===== config.mk =====
export PLATFORM = sky130hd
export DESIGN_NAME = fproc_meas_hub
export DESIGN_NICKNAME = d
export VERILOG_FILES = /design/src/rtl/fproc_meas_pkg.sv /design/src/rtl/fproc_meas_port.sv /design/src/rtl/fproc_meas_hub.sv
export SDC_FILE = /design/constraint.sdc
export NUM_CORES = 1
export LEC_CHECK = 0
export CAP_MARGIN = 20
export CORE_MARGIN = 2
export CORE_UTILIZATION = 42
export CTS_CLUSTER_SIZE = 20
export DETAILED_ROUTE_END_ITERATION = 7
export PLACE_DENSITY = 0.79
export SLEW_MARGIN = 20
export SYNTH_ARGS = -nofsm -noshare
export SYNTH_HDL_FRONTEND = slang
export SYNTH_SLANG_ARGS = --single-unit

===== constraint.sdc =====
create_clock -name clk -period 2.1 [get_ports clk]
set_clock_uncertainty 0.2 [all_clocks]
set_input_delay 0.42 -clock clk [delete_from_list [all_inputs] [get_ports clk]]
set_output_delay 0.42 -clock clk [all_outputs]
set_load 0.1 [all_outputs]

===== src/rtl/fproc_meas_pkg.sv =====
// Shared types and helpers for the fproc measurement responder.
package fproc_meas_pkg;

  typedef enum logic [1:0] {
    IDLE = 2'd0,
    WAIT = 2'd1,
    RESP = 2'd2
  } state_t;

  localparam int unsigned RESULT_MAX = 64;

  // Keeps only the low `width` bits of a result; callers narrow to their data width.
  function automatic logic [RESULT_MAX-1:0] zero_extend(
    input logic [RESULT_MAX-1:0] value,
    input int unsigned           width
  );
    logic [RESULT_MAX-1:0] mask;
    mask = (width >= RESULT_MAX) ? '1
                                 : ((RESULT_MAX'(1) << width) - RESULT_MAX'(1));
    return value & mask;
  endfunction

endpackage


===== src/rtl/fproc_meas_port.sv =====
// Per-core fproc responder: accepts one request, waits for a fresh result, answers.
module fproc_meas_port
  import fproc_meas_pkg::*;
#(
  parameter int unsigned N_MEAS             = 8,
  parameter int unsigned FPROC_ID_WIDTH     = 8,
  parameter int unsigned FPROC_RESULT_WIDTH = 32
) (
  input  logic                          clk,
  input  logic                          reset,
  input  logic                          enable,
  input  logic [FPROC_ID_WIDTH-1:0]     id,
  input  logic                          fresh_sel,
  input  logic [FPROC_RESULT_WIDTH-1:0] res_sel,
  output logic [FPROC_ID_WIDTH-1:0]     id_q,
  output logic                          consume,
  output logic                          ready,
  output logic [FPROC_RESULT_WIDTH-1:0] data,
  output logic                          err
);

  localparam logic [FPROC_ID_WIDTH:0] ID_LIMIT = (FPROC_ID_WIDTH+1)'(N_MEAS);

  state_t state;
  logic   in_range;

  always_comb begin
    in_range = {1'b0, id_q} < ID_LIMIT;
    consume  = (state == WAIT) && in_range && fresh_sel;
  end

  always_ff @(posedge clk or negedge reset) begin
    if (!reset) begin
      state <= IDLE;
      id_q  <= '0;
      ready <= 1'b0;
      data  <= '0;
      err   <= 1'b0;
    end else begin
      ready <= 1'b0;
      case (state)
        IDLE: begin
          if (enable) begin
            id_q  <= id;
            state <= WAIT;
          end
        end
        WAIT: begin
          if (enable) err <= 1'b1;
          if (!in_range) begin
            data  <= '0;
            err   <= 1'b1;
            ready <= 1'b1;
            state <= RESP;
          end else if (fresh_sel) begin
            data  <= res_sel;
            ready <= 1'b1;
            state <= RESP;
          end
        end
        RESP: begin
          if (enable) err <= 1'b1;
          state <= IDLE;
        end
        default: state <= IDLE;
      endcase
    end
  end

endmodule


===== src/rtl/fproc_meas_hub.sv =====
// Measurement result hub answering fproc requests from N_CORES independent cores.
module fproc_meas_hub
  import fproc_meas_pkg::*;
#(
  parameter int unsigned N_CORES            = 4,
  parameter int unsigned N_MEAS             = 8,
  parameter int unsigned FPROC_ID_WIDTH     = 8,
  parameter int unsigned FPROC_RESULT_WIDTH = 32,
  parameter int unsigned MEAS_WIDTH         = 1
) (
  input  logic                                  clk,
  input  logic                                  reset,
  input  logic [N_CORES*FPROC_ID_WIDTH-1:0]     fproc_id,
  input  logic [N_CORES-1:0]                    fproc_enable,
  output logic [N_CORES-1:0]                    fproc_ready,
  output logic [N_CORES*FPROC_RESULT_WIDTH-1:0] fproc_data,
  output logic [N_CORES-1:0]                    fproc_err,
  input  logic [N_MEAS*MEAS_WIDTH-1:0]          meas_data,
  input  logic [N_MEAS-1:0]                     meas_valid
);

  logic [MEAS_WIDTH-1:0]         res       [N_MEAS];
  logic [N_MEAS-1:0]             fresh     [N_CORES];
  logic [FPROC_ID_WIDTH-1:0]     id_q      [N_CORES];
  logic [FPROC_RESULT_WIDTH-1:0] res_sel   [N_CORES];
  logic [N_CORES-1:0]            fresh_sel;
  logic [N_CORES-1:0]            consume;

  // Out-of-range ids match no channel, so they see fresh=0 and data=0.
  always_comb begin
    for (int unsigned c = 0; c < N_CORES; c++) begin
      fresh_sel[c] = 1'b0;
      res_sel[c]   = '0;
      for (int unsigned k = 0; k < N_MEAS; k++) begin
        if (id_q[c] == FPROC_ID_WIDTH'(k)) begin
          fresh_sel[c] = fresh[c][k];
          res_sel[c]   = FPROC_RESULT_WIDTH'(zero_extend(RESULT_MAX'(res[k]), MEAS_WIDTH));
        end
      end
    end
  end

  always_ff @(posedge clk or negedge reset) begin
    if (!reset) begin
      for (int unsigned k = 0; k < N_MEAS; k++) res[k] <= '0;
      for (int unsigned c = 0; c < N_CORES; c++) fresh[c] <= '0;
    end else begin
      for (int unsigned k = 0; k < N_MEAS; k++) begin
        if (meas_valid[k]) res[k] <= meas_data[k*MEAS_WIDTH +: MEAS_WIDTH];
      end
      // A new result outranks a consume landing in the same cycle.
      for (int unsigned c = 0; c < N_CORES; c++) begin
        for (int unsigned k = 0; k < N_MEAS; k++) begin
          if (meas_valid[k])
            fresh[c][k] <= 1'b1;
          else if (consume[c] && id_q[c] == FPROC_ID_WIDTH'(k))
            fresh[c][k] <= 1'b0;
        end
      end
    end
  end

  for (genvar c = 0; c < N_CORES; c++) begin : g_port
    fproc_meas_port #(
      .N_MEAS            (N_MEAS),
      .FPROC_ID_WIDTH    (FPROC_ID_WIDTH),
      .FPROC_RESULT_WIDTH(FPROC_RESULT_WIDTH)
    ) u_port (
      .clk      (clk),
      .reset    (reset),
      .enable   (fproc_enable[c]),
      .id       (fproc_id[c*FPROC_ID_WIDTH +: FPROC_ID_WIDTH]),
      .fresh_sel(fresh_sel[c]),
      .res_sel  (res_sel[c]),
      .id_q     (id_q[c]),
      .consume  (consume[c]),
      .ready    (fproc_ready[c]),
      .data     (fproc_data[c*FPROC_RESULT_WIDTH +: FPROC_RESULT_WIDTH]),
      .err      (fproc_err[c])
    );
  end

endmodule


# Yosys cells after proc, flatten, opt, wreduce, memory -nomap -nowiden
# Index checks and enable logic that the tools add are counted.
# totals
reg_bits	216
input_bits	54
out_inout_bits	136
elab_cells	384
# op_classes
n_lt_le_gt_ge	4
n_eq_ne	48
mux	176
n_reduce_logical	96
# op_table
cell	count
2-to-1 mux 32 bit	21
2-to-1 mux 1 bit	135
== test 8 x 3 -> 1 bit, second input constant	16
nonzero test 2 bit	36
== test 8 x 2 -> 1 bit, second input constant	8
logical AND 1 bit	40
== test 8 x 1 -> 1 bit, second input constant	4
zero test 8 bit	4
less-than comparator 8 x 4 -> 1 bit, second input constant	4
2-to-1 mux 2 bit	12
AND reduction 2 bit	12
one-hot mux 2 bit (2 select lines)	4
!= test 3 x 2 -> 1 bit, second input constant	4
== test 2 x 1 -> 1 bit, second input constant	4
== test 2 bit, second input constant	4
zero test 2 bit	4
!= test 2 x 1 -> 1 bit, second input constant	4
!= test 2 bit, second input constant	4
one-hot mux 1 bit (2 select lines)	4

# Depth between registers and ports, before layout
# logic_depth
ltp_word	13
ltp_mapped	7
depth_no_buf	7

# Cells and area by module
# A second synthesis with hierarchy kept.
# hier_totals
hier_cells	677
hier_area_um2	9400.3
# modules_own_cells
module	instances	cells_per_inst	area_per_inst_um2
fproc_meas_port	4	114	1776.7
fproc_meas_hub	1	221	2293.4

# Worst setup path after synthesis
# OpenSTA, ideal clock, no wires.
# synth_path
path_kind	reg-to-reg
start	register g_port[0].u_port.id_q[7]
end	register g_port[0].u_port.state[0]
setup_ps	125
arrival_time_ps	1723
path_slack_ps	53
path_stages_with_launch	6
n_path_buf	0
synth_period_minus_slack_ps	2047
path_cell_list	dfrtp_1 > or4_1 > nor2_4 > a21oi_1 > o31ai_1 > mux2_2
# synth_via
elab_chain_len	11
word_cells_on_any_way	21
# synth_lines
element	line_no	source
from (decl)	fproc_meas_port.sv:15	output logic [FPROC_ID_WIDTH-1:0] id_q,
from (signal assigned)	fproc_meas_port.sv:44	id_q <= id;
zero test 8 bit	fproc_meas_hub.sv:35	if (id_q[c] == FPROC_ID_WIDTH'(k)) begin
2-to-1 mux 1 bit (8 in a row)	fproc_meas_hub.sv:35	
!= test 3 x 2 -> 1 bit (no line)	-	
AND reduction 2 bit (no line)	-	
to (signal assigned)	fproc_meas_port.sv:58	state <= RESP;
to (signal assigned)	fproc_meas_port.sv:63	state <= IDLE;
to (signal assigned)	fproc_meas_port.sv:65	default: state <= IDLE;
to (decl)	fproc_meas_port.sv:24	state_t state;
# Parallel ways exist; a longest one is shown, timed or not.
# A chain may end at the register's enable or synchronous reset.

# Worst setup path in the final report
# layout_path
start	register g_port[3].u_port.id_q[0]
end	register fresh[2] (netlist name)
# layout_via
elab_chain_len	12
word_cells_on_any_way	21
# layout_lines
element	line_no	source
from (decl)	fproc_meas_port.sv:15	
from (signal assigned)	fproc_meas_port.sv:44	
zero test 8 bit	fproc_meas_hub.sv:35	
2-to-1 mux 1 bit (8 in a row)	fproc_meas_hub.sv:35	
logical AND 1 bit	fproc_meas_port.sv:29	consume = (state == WAIT) && in_range && fresh_sel;
logical AND 1 bit *	fproc_meas_hub.sv:56	else if (consume[c] && id_q[c] == FPROC_ID_WIDTH'(k))
nonzero test 2 bit (no line) *	-	
to (signal, indexed assignment)	fproc_meas_hub.sv:55	fresh[c][k] <= 1'b1;
to (signal, indexed assignment)	fproc_meas_hub.sv:57	fresh[c][k] <= 1'b0;
to (decl)	fproc_meas_hub.sv:23	logic [N_MEAS-1:0] fresh [N_CORES];
# Every way passes the cells marked *; elsewhere a longest branch is shown, timed or not.

==> qor.csv <==
metric;value;unit
status;complete, no violations;
syn_avg_cell_area;10.83;um^2
worstPathMaxFanout;7;
htreeDepth;3;
routed.top_layer;met4;
r2r_start;g_port[3].u_port.id_q[0];
clock_latency;0.34;ns
swShare;43.80;%
hold_depth;1;
antenna_cells;0;
cts.path.max_buffers;2;
synth_compound_area_share;9.026;%
routedWlPerCell;14.50;um
drt_iter0_drc;178;
regArea;2310;um^2
yosys.area_share.simple;10.67;%
r2r_cells;5;
die_area;14380;um^2
intPower;4895;uW
r2r_end;fresh[2];
ys_seq_area_share;40.81;%
detail-route-antenna-nets;0;
cp-end-kind;flip-flop;
pwr-share-clk;18.5;%
place_congestion;0.9207;
post-route-period-util;99.29;%
critPathArrivalTime;2.12;ns
hold_end;fresh[8];
start_util;42.77;%
layout.nets;676;
antenna_found_initial;0;
final_cell_mix;124 x conb_1, 86 x dfrtp_1, 52 x clkdlybuf4s50_1, 46 x mux2_2, 29 x buf_4;
syn2layout_area_growth;19.27;%
die_x;119.9;um
fin_ws;0.01485;ns
multiInputGateArea;2791;um^2
wl_met2;5742;um
synth_fa_ha_area_share;3.548;%
fp-row-count;42;
p_per_area;1294;nW/um^2
yosys_warnings;0;
path_class;reg -> reg;
max-vdd-ir-drop;0.0007985;V
wl_met1;4723;um
hp-class;reg -> reg;
p_switching;3815;uW
cts_tree;built;
worstHoldStart;fresh[8];
synth_edf_count;0;
vias_per_cell;4.767;
synth_area;5642;um^2
timing.fmax;479.6;MHz
cts-root-buf;clkbuf_16;
num_vias;3747;
muxShareOfSynthArea;15.77;%
synthFlopType;dfrtp_1;
ys_types;59;
required;2.13;ns
maxCapViolCount;0;
period_needed;2.085;ns
finalPower;8710;uW
drive_gt1_share;23.77;%
clock_sinks;92;
start_kind;flip-flop;
setup_violations;0;
grtUsageTotal;15.86;%
grt_overflow;0;
nFillCells;1128;
final_common_cell;conb_1;
synth_xor_area_share;0;%
p_leak;0.002851;uW
place_ws;-0.02035;ns
grt_pass1_vias;3645;
combPwrFrac;49.5;%
grt_pass1_wl;18230;um
numCtsBuffers;9;
drc;0;
wirelength;11400;um
pin_count;190;
grt_max_degree;36;
synth_cells;521;
synth_top_family_by_area;buffers and inverters;
slew_viol_final;0;
rsz0062_at_grt;true;
dp_hpwl;8281;um
clk_pin_slew;0.06;ns
rrSetupSlack;0.01;ns
finalHoldViolCount;0;
ys_ff_latch;92;
die_h;119.9;um
core-area;13190;um^2
synthArstFlopShare;100.0;%
dr_wl_met3;666;um
drt_pass1_iterations;4;
seqPwrFrac;32.0;%
portBuffers;65;
area by class of cell:
type,instances,area share [%]
multi-input combinational,386,41.48
sequential,92,34.33
timing repair buffer,98,15.62
clock buffer,13,3.719
tap,176,3.273
inverter,19,1.060
clock inverter,2,0.5206
synth_stat cells (all sizes together) (3+ instances only):
master	number	area, um^2
mux2i	9	90.09
nand2	22	82.58
or4	3	26.27
nand4	6	37.54
nor2b	6	37.54
mux4	11	247.7
nand2b	27	168.9
o21ai	19	95.09
buf	139	1033
a21oi	5	25.02
a21o	19	142.6
mux2	49	551.8
and3	4	25.02
clkbuf	8	30.03
inv	19	71.32
nor2	14	60.06
nand3	9	45.04
or3	5	31.28
o31ai	3	22.52
dfrtp	92	2302
ha	16	200.2
cells by family (layout without fill, tap and decap cells):
kind of cell,after synthesis,count (layout)
adders and majority gates,16,16
other,1,124
buffers and inverters,166,132
AOI/OAI and AO/OA,71,71
muxes,69,69
and+or+nand+nor,106,106
DFF,92,92
power by group through the flow:
stage | combinational, uW | sequential, uW | clock (uW)
after floorplan | 3430 | 2570 | 0
after global placement | 3940 | 2710 | 0
after detailed placement | 4050 | 2750 | 0
after CTS | 4140 | 2730 | 1630
after global routing | 4600 | 2860 | 1730
final | 4310 | 2790 | 1610
metal layers:
metal,GRT usage (%),vias up
met3,2.804,21
met1,20.59,1821
met2,26.56,189
li1,-,1716
met5,0,-
met4,5.809,0
through the flow:
step                std cells  instance area [um^2]  hold slack (ns)  utilization (%)  setup TNS (ns)
floorplan                 644                  6103         -0.07559                -               0
global placement          768                  6279           0.1793            47.60               0
detailed placement        768                  6279           0.1854            47.60        -0.05156
CTS                       784                  6614           0.2837            50.14               0
global route              786                  6729           0.2987            51.02        -0.06913
finish                    786                  6729           0.2787            51.02               0
worst max-delay path, cell delays in order (launching register included):
cell	delay (ns)
dfrtp_2	0.48
and2b_1	0.32
a32oi_4	0.17
a2111oi_4	0.46
nand2_1	0.15
a21o_1	0.19
flip-flops by register name, summed over array words and instances (netlist names):
register             cells
g_port.u_port.state      8
g_port.u_port.data       4
g_port.u_port.id_q      32
fresh                   32
res                      8
g_port.u_port.err        4
g_port.u_port.ready      4
how the worst max path moves through the flow:
stage | from | cells past startpoint | slack, ns | to
floorplan | g_port[0].u_port.id_q[7] | 5 | 0.05 | g_port[0].u_port.state[0]
global placement | g_port[3].u_port.id_q[1] | 7 | 0.05 | fresh[3]
detailed placement | g_port[3].u_port.id_q[1] | 7 | -0.02 | fresh[3]
CTS | g_port[0].u_port.id_q[7] | 5 | 0.004 | g_port[0].u_port.state[0]
global route | g_port[3].u_port.id_q[1] | 7 | -0.03 | fresh[2]
finish | g_port[3].u_port.id_q[0] | 5 | 0.01 | fresh[2]
timing repair:
| action | CTS | global route |
|---|---|---|
| resized for setup | 7 | 26 |
| hold buffers | 1 | 0 |
| endpoints found under the hold margin | 27 | 0 |
| buffers inserted | 0 | 2 |
| endpoints found under the setup margin | 9 | 20 |
| pin swaps | 2 | 14 |
No activity file was read; power rests on OpenSTA's default activity.
